--- src/rtl/fifo_tx_arbiter_pkg.sv ---
// Shared definitions for the two-FIFO transmit arbiter: FSM state encoding and FIFO indices.
package fifo_tx_arbiter_pkg;

  typedef enum logic [2:0] {
    StIdle   = 3'd0,
    StLoad   = 3'd1,
    StSend   = 3'd2,
    StPop    = 3'd3,
    StSettle = 3'd4
  } arb_state_e;

  localparam logic Fifo0 = 1'b0;
  localparam logic Fifo1 = 1'b1;

endpackage

--- src/rtl/fifo_tx_arbiter_select.sv ---
// Combinational next-grant choice for two requesters.
// ARB_FIXED_PRIORITY_EN: FIFO 0 always wins a tie; otherwise round-robin on burst_done.
module arb_rr2_select
  import fifo_tx_arbiter_pkg::*;
(
  input  logic empty0,
  input  logic empty1,
  input  logic grant,
  input  logic burst_done,
  output logic next_grant,
  output logic any_req
);

  always_comb begin
    any_req    = !empty0 || !empty1;
    next_grant = grant;
    if (!empty0 && !empty1) begin
`ifdef ARB_FIXED_PRIORITY_EN
      next_grant = Fifo0;
`else
      next_grant = burst_done ? ~grant : grant;
`endif
    end else if (!empty0) begin
      next_grant = Fifo0;
    end else if (!empty1) begin
      next_grant = Fifo1;
    end
  end

endmodule

--- src/rtl/fifo_tx_arbiter.sv ---
// Drains two byte FIFOs onto one valid/ready transmitter in bursts of up to MAX_BURST bytes.
// Optional ARB_FIXED_PRIORITY_EN gives FIFO 0 strict priority (see arb_rr2_select).
module fifo_tx_arbiter
  import fifo_tx_arbiter_pkg::*;
#(
  parameter int WIDTH           = 8,
  parameter int MAX_BURST       = 4,
  parameter int BURST_CNT_WIDTH = $clog2(MAX_BURST + 1)
) (
  input  logic             clk,
  input  logic             rst_n,
  input  logic             enable,
  input  logic [WIDTH-1:0] fifo0_data,
  input  logic             fifo0_empty,
  output logic             fifo0_read,
  input  logic [WIDTH-1:0] fifo1_data,
  input  logic             fifo1_empty,
  output logic             fifo1_read,
  output logic [WIDTH-1:0] tx_data,
  output logic             tx_valid,
  input  logic             tx_ready,
  output logic             grant,
  output logic             busy
);

  localparam logic [BURST_CNT_WIDTH-1:0] BurstMax = BURST_CNT_WIDTH'(MAX_BURST);

  arb_state_e                 state;
  logic [BURST_CNT_WIDTH-1:0] burst_cnt;
  logic                       burst_done;
  logic                       next_grant;
  logic                       any_req;

  // In IDLE a tie always goes to the FIFO that was not granted last.
  assign burst_done = (state == StIdle) || (burst_cnt >= BurstMax);
  assign busy       = (state != StIdle);

  arb_rr2_select u_select (
    .empty0     (fifo0_empty),
    .empty1     (fifo1_empty),
    .grant      (grant),
    .burst_done (burst_done),
    .next_grant (next_grant),
    .any_req    (any_req)
  );

  always_ff @(posedge clk or negedge rst_n) begin
    if (!rst_n) begin
      state      <= StIdle;
      tx_data    <= '0;
      tx_valid   <= 1'b0;
      fifo0_read <= 1'b0;
      fifo1_read <= 1'b0;
      grant      <= Fifo1;
      burst_cnt  <= '0;
    end else begin
      case (state)
        StIdle: begin
          if (enable && any_req) begin
            grant     <= next_grant;
            burst_cnt <= '0;
            state     <= StLoad;
          end
        end
        StLoad: begin
          tx_data  <= (grant == Fifo0) ? fifo0_data : fifo1_data;
          tx_valid <= 1'b1;
          state    <= StSend;
        end
        StSend: begin
          if (tx_ready) begin
            tx_valid   <= 1'b0;
            fifo0_read <= (grant == Fifo0);
            fifo1_read <= (grant == Fifo1);
            if (burst_cnt < BurstMax) begin
              burst_cnt <= burst_cnt + 1'b1;
            end
            state <= StPop;
          end
        end
        StPop: begin
          fifo0_read <= 1'b0;
          fifo1_read <= 1'b0;
          state      <= StSettle;
        end
        StSettle: begin
          if (!enable || !any_req) begin
            state <= StIdle;
          end else begin
            grant <= next_grant;
            // Restart the count on rotation or when an exhausted burst continues alone.
            if ((next_grant != grant) || burst_done) begin
              burst_cnt <= '0;
            end
            state <= StLoad;
          end
        end
        default: state <= StIdle;
      endcase
    end
  end

endmodule

--- config.mk ---
export PLATFORM = sky130hd
export DESIGN_NAME = fifo_tx_arbiter
export DESIGN_NICKNAME = d
export VERILOG_FILES = /design/src/rtl/fifo_tx_arbiter_pkg.sv /design/src/rtl/fifo_tx_arbiter_select.sv /design/src/rtl/fifo_tx_arbiter.sv
export SDC_FILE = /design/constraint.sdc
export NUM_CORES = 1
export LEC_CHECK = 0
export BUFFER_PORTS_ARGS = -buffer_cell sky130_fd_sc_hd__buf_2
export CORE_ASPECT_RATIO = 0.8
export CORE_UTILIZATION = 35
export CTS_BUF_LIST = sky130_fd_sc_hd__clkbuf_2 sky130_fd_sc_hd__clkbuf_4 sky130_fd_sc_hd__clkbuf_8
export DETAILED_ROUTE_END_ITERATION = 8
export PLACE_DENSITY_LB_ADDON = 0.2
export SLEW_MARGIN = 20
export SYNTH_ARGS = -nofsm -noshare
export SYNTH_HDL_FRONTEND = slang
export SYNTH_HIERARCHICAL = 1
export SYNTH_SLANG_ARGS = --single-unit
--- constraint.sdc ---
create_clock -name clk -period 1.94 [get_ports clk]
set_input_delay 0.097 -clock clk [delete_from_list [all_inputs] [get_ports clk]]
set_output_delay 0.097 -clock clk [all_outputs]
set_load 0.05 [all_outputs]
* After elaboration in Yosys (flattened, before gate mapping)
Cells that the tools add are included.
** Operators by class
- $lt $le $gt $ge :: 2
- Muxes and demuxes :: 24
- Reductions and logical operators :: 21
- Eq/ne operators :: 10
- Add/subtract/negate cells :: 1
- Bitwise operators :: 1
** Operator list (count)
- 3-bit two-way mux :: 7
- 3-bit one-hot mux with 5 select lines :: 1
- 1-bit two-way mux :: 10
- 3-bit one-hot mux with 3 select lines :: 1
- 8-bit two-way mux :: 1
- 2-bit != test, second input constant :: 4
- 1-bit one-hot mux with 2 select lines :: 4
- 3-bit by 2-bit == test with 1-bit output, second input constant :: 2
- 2-bit AND reduction :: 3
- 6-bit AND reduction :: 1
- 2-bit nonzero test :: 3
- 3-bit nonzero test :: 2
- 1-bit logical NOT :: 4
- 1-bit logical OR :: 4
- 3-bit by 1-bit adder with 3-bit output, second input constant :: 1
- 3-bit by 1-bit == test with 1-bit output, second input constant :: 1
- 3-bit == test, second input constant :: 1
- 3-bit >= comparator, second input constant :: 1
- 3-bit logical NOT :: 1
- 3-bit less-than comparator, second input constant :: 1
- 3-bit AND reduction :: 1
- 1-bit logical AND :: 2
- 2-bit by 1-bit != test with 1-bit output, second input constant :: 1
- 1-bit != test :: 1
- 1-bit inverter :: 1
** Word-level totals
- Bits of input ports :: 22
- Output and inout port bits :: 13
- Register bits after elaboration :: 18
- Logic and storage cells :: 66

* Depth between registers and ports, before layout
- Depth in word-level cells :: 9
- Depth in mapped cells :: 9
- Depth with buffers taken out :: 8

* Cells and area by module
The synthesis kept the hierarchy.
** Modules (own cells, without submodules)
- fifo_tx_arbiter :: cells each 88, seq. area each 451.7 um^2, area each 948.4 um^2, times used 1
- arb_rr2_select :: cells each 4, seq. area each 0.0 um^2, area each 31.3 um^2, times used 1

* Worst setup path before layout
OpenSTA, ideal clock, no wires.
- Path type :: flip-flop to flip-flop
- From :: register state[2]
- To :: register burst_cnt[1]
- Path buffers :: 1
- Slack :: 22 ps
- Setup time :: 130 ps
- Data arrival time :: 1787 ps
- Required time :: 1810 ps
- Period minus slack after synthesis :: 1918 ps
- Stages on the path, launching flop included :: 10
- Cells stage by stage :: dfrtp_1 buf_6 nor2_1 nand2_1 nand2b_1 xor2_1 a2bb2oi_2 xnor2_1 a22oi_1 o211ai_1
** On the way
- Word-level cells in the longest chain between the ends :: 8
- Elaborated cells on any way between the ends :: 16
- Classes of those cells :: eq/ne: 8; mux: 3; reduce/logical: 5
** RTL lines
- start: declaration :: RTL line fifo_tx_arbiter.sv:28 : arb_state_e state;
- start signal: assignment :: RTL line fifo_tx_arbiter.sv:49 : state <= StIdle;
- start signal: assignment :: RTL line fifo_tx_arbiter.sv:62 : state <= StLoad;
- start signal: assignment :: RTL line fifo_tx_arbiter.sv:68 : state <= StSend;
- 3-bit logical NOT :: RTL line fifo_tx_arbiter.sv:35 : assign burst_done = (state == StIdle) || (burst_cnt >= BurstMax);
- 1-bit logical OR :: RTL line fifo_tx_arbiter.sv:35
- via burst_done :: RTL line fifo_tx_arbiter.sv:30 : logic burst_done;
- 1-bit two-way mux :: RTL line fifo_tx_arbiter_select.sv:21 : next_grant = burst_done ? ~grant : grant;
- 1-bit two-way mux :: RTL line fifo_tx_arbiter_select.sv:17 : if (!empty0 && !empty1) begin
- via next_grant :: RTL line fifo_tx_arbiter.sv:31 : logic next_grant;
- 1-bit != test :: RTL line fifo_tx_arbiter.sv:92 : if ((next_grant != grant) || burst_done) begin
- 1-bit logical OR :: RTL line fifo_tx_arbiter.sv:92
- 2-bit != test (no line)
- 6-bit AND reduction (no line)
- end signal: assignment :: RTL line fifo_tx_arbiter.sv:76 : burst_cnt <= burst_cnt + 1'b1;
- end: declaration :: RTL line fifo_tx_arbiter.sv:29 : logic [BURST_CNT_WIDTH-1:0] burst_cnt;
The timed path passes the listed nets, and every way through them passes these cells.
A chain may end at the register's enable or synchronous reset.

* Worst setup path in the final report
Ends and elaborated chain as after synthesis.

==> flow_metrics.tcl <==
set metrics [dict create \
    status "finished, final reports clean" \
    drtIter0Drc 23 \
    place_congestion 0.836 \
    syn2layout_area_growth_pct 25.2 \
    worstPathRequired_ns 2.12 \
    fmax_mhz 594 \
    start_util_pct 38.5 \
    port_buffers 34 \
    clk_latency_ns 0.29 \
    yosysTopAreaCellShare_pct 43.4 \
    arrival_ns 1.87 \
    syn-num-nets 115 \
    synth_ff_type "dfrtp_1" \
    clock_sinks 18 \
    fin_crit_sh_pct 86.8 \
    fin_worst_skew_ns 0.00464 \
    min_from "fifo0_data[3]" \
    drt_pass1_iterations 4 \
    cp-start-kind "flip-flop" \
    min_path_cells 3 \
    wire_per_inst_um 11.9 \
    postRouteWirelength_mm 1.97 \
    stdcell_count 165 \
    hold_class "primary input to flip-flop" \
    rsz0062_at_grt "no" \
    drc 0 \
    hold_viol_final 0 \
    num-fill-cells 252 \
    ctsHoldBuffers 1 \
    synth_most_common_cell "dfrtp_1" \
    grt_usage_pct 15.4 \
    tritoncts "yes" \
    cts-resized-gates 0 \
    syn_avg_cell_area_um2 10.6 \
    numCtsBuffers 3 \
    ys_seq_area_share_pct 46.1 \
    postCtsSetupRepairBufs 0 \
    num_rows 16 \
    crit_fanout 8 \
    clockRootBuffer "clkbuf_4" \
    synth-edff-count 0 \
    grt_pass1_wl_mm 3.49 \
    reg2reg_depth 8 \
    syn_inst 92 \
    async_reset_ff_share_pct 100 \
    use_met2_pct 21.9 \
    period_needed_ns 1.68 \
    die-area_um2 3020 \
    io_pins 35 \
    utilization_pct 48.2 \
    grt-ovfl-total 0 \
    ys_ff_latch 18 \
    cap_violations 0 \
    grt_start_max_net_pins 19 \
    synth_cell_type_count 33 \
    cp-end-kind "flip-flop" \
    h-tree-depth 1 \
    power.density_nw_per_um2 1930 \
    rr_startpoint "state[2]" \
    timing.rr.end "burst_cnt[1]" \
    ys_top_cells_by_area "dfrtp_1, mux2i_1, a21oi_1" \
    worstSetupPathType "flip-flop to flip-flop" \
    dpl.cell_count 160 \
    synthTopCellsByCount "dfrtp_1, nor2_1, a21oi_1" \
    holdWs_ns 0.0916 \
    grt_use_met1_pct 22.5 \
    maxSlewHeadroom_pct 61.1 \
    cts_buffer_depth 2 \
    via_per_inst 4.78 \
    clk_pin_slew_worst_paths_ns 0.10 \
    reg2reg_slack_ns 0.26 \
    worstMarginPinSlew_ns 0.583 \
    diodes 0 \
    fp.dieH_um 49.3 \
    p_leak_uw 0.000585 \
    ir_drop_mv 0.723 \
    core_area_um2 2540 \
    finalNetCount 153 \
    drtAntennaViolNets 0 \
    met3_usage_pct 5.57 \
    drive_gt1_share_pct 38.8 \
    dr_total_vias 788 \
    setup_tns_ns 0 \
    yosysTopAreaCell "dfrtp_1" \
    netlist_area_um2 980 \
    slew_violations 0 \
    dp_hpwl_mm 1.50 \
    yosys_warnings 6 \
    grt_pass1_vias 745 \
    finalSetupViolCount 0 \
    antenna_found_initial 0 \
    hold-path-endpoint "tx_data[3]" \
    die_x_um 61.2 \
    busiest_layer "met1" \
]
## through the flow
step                total power [µW]  cell area, µm²  setup WS, ns
floorplan                       1870             980        0.0224
global placement                2140            1180         0.353
detailed placement              2160            1180         0.267
CTS                             2400            1230         0.260
global route                    2550            1230         0.107
finish                          2370            1230         0.257
## layout make-up
class / count / area, µm² / area share, %
clock buffers: 4 / 36.3 / 2.96
flip-flops and latches: 18 / 452 / 36.8
inverters: 6 / 22.5 / 1.84
multi-input cells: 63 / 468 / 38.2
repair buffers: 38 / 203 / 16.5
well taps: 36 / 45.0 / 3.67
## critical path, cell delays in order (launching register included)
cell and delay (ns):
dfrtp_1 0.48, nor2_1 0.19, nand2_1 0.08, nand2b_1 0.08, xor2_1 0.18, a2bb2oi_2 0.18, xnor2_1 0.08, a22oi_1 0.19
o211ai_1 0.11
## registers in the layout, summed over array words and instances (netlist names)
name        count
burst_cnt       3
fifo0_read      1
fifo1_read      1
grant           1
state           3
tx_data         8
tx_valid        1
## report_power, final
group          internal (µW)  switching [µW]  total [µW]
logic                    505             933        1440
registers                561             137         698
clock network            114             116         231
## routing by layer
layer / part of all wire [%] / up-vias / routed length, µm
li1: - / 398 / -
met1: 49 / 370 / 962
met2: 45 / 18 / 886
met3: 5.5 / 2 / 109
met4: 0.41 / 0 / 8
met5: 0 / - / 0
## logic make-up after synthesis
kind of cell	Yosys count	share of synthesized area (%)
xor+xnor	3	2.68
simple gates	27	17.1
buf+inv	11	6.13
fa+ha+maj	1	1.28
compound gates	23	17.4
flops	18	46.1
mux	9	9.32
## cells in the final DEF, fill, tap and decap left out, drive strengths merged, types with 3 or more instances in the layout
cell | netlist | final
nand2 | 4 | 4
buf | 5 | 37
a21oi | 10 | 10
mux2i | 8 | 8
a2bb2oi | 3 | 3
inv | 6 | 6
dfrtp | 17 | 17
nor2 | 13 | 13
clkbuf | 0 | 4
## how the worst max path moves through the flow
stage / endpoint / from / slack (ns) / cells past startpoint
floorplan: burst_cnt[1] / state[2] / 0.02 / 9
global placement: burst_cnt[1] / state[2] / 0.35 / 8
detailed placement: burst_cnt[1] / state[2] / 0.27 / 8
CTS: burst_cnt[1] / state[2] / 0.26 / 8
global route: burst_cnt[1] / state[2] / 0.11 / 8
finish: burst_cnt[1] / state[2] / 0.26 / 8
(Power assumes the default switching activity.)
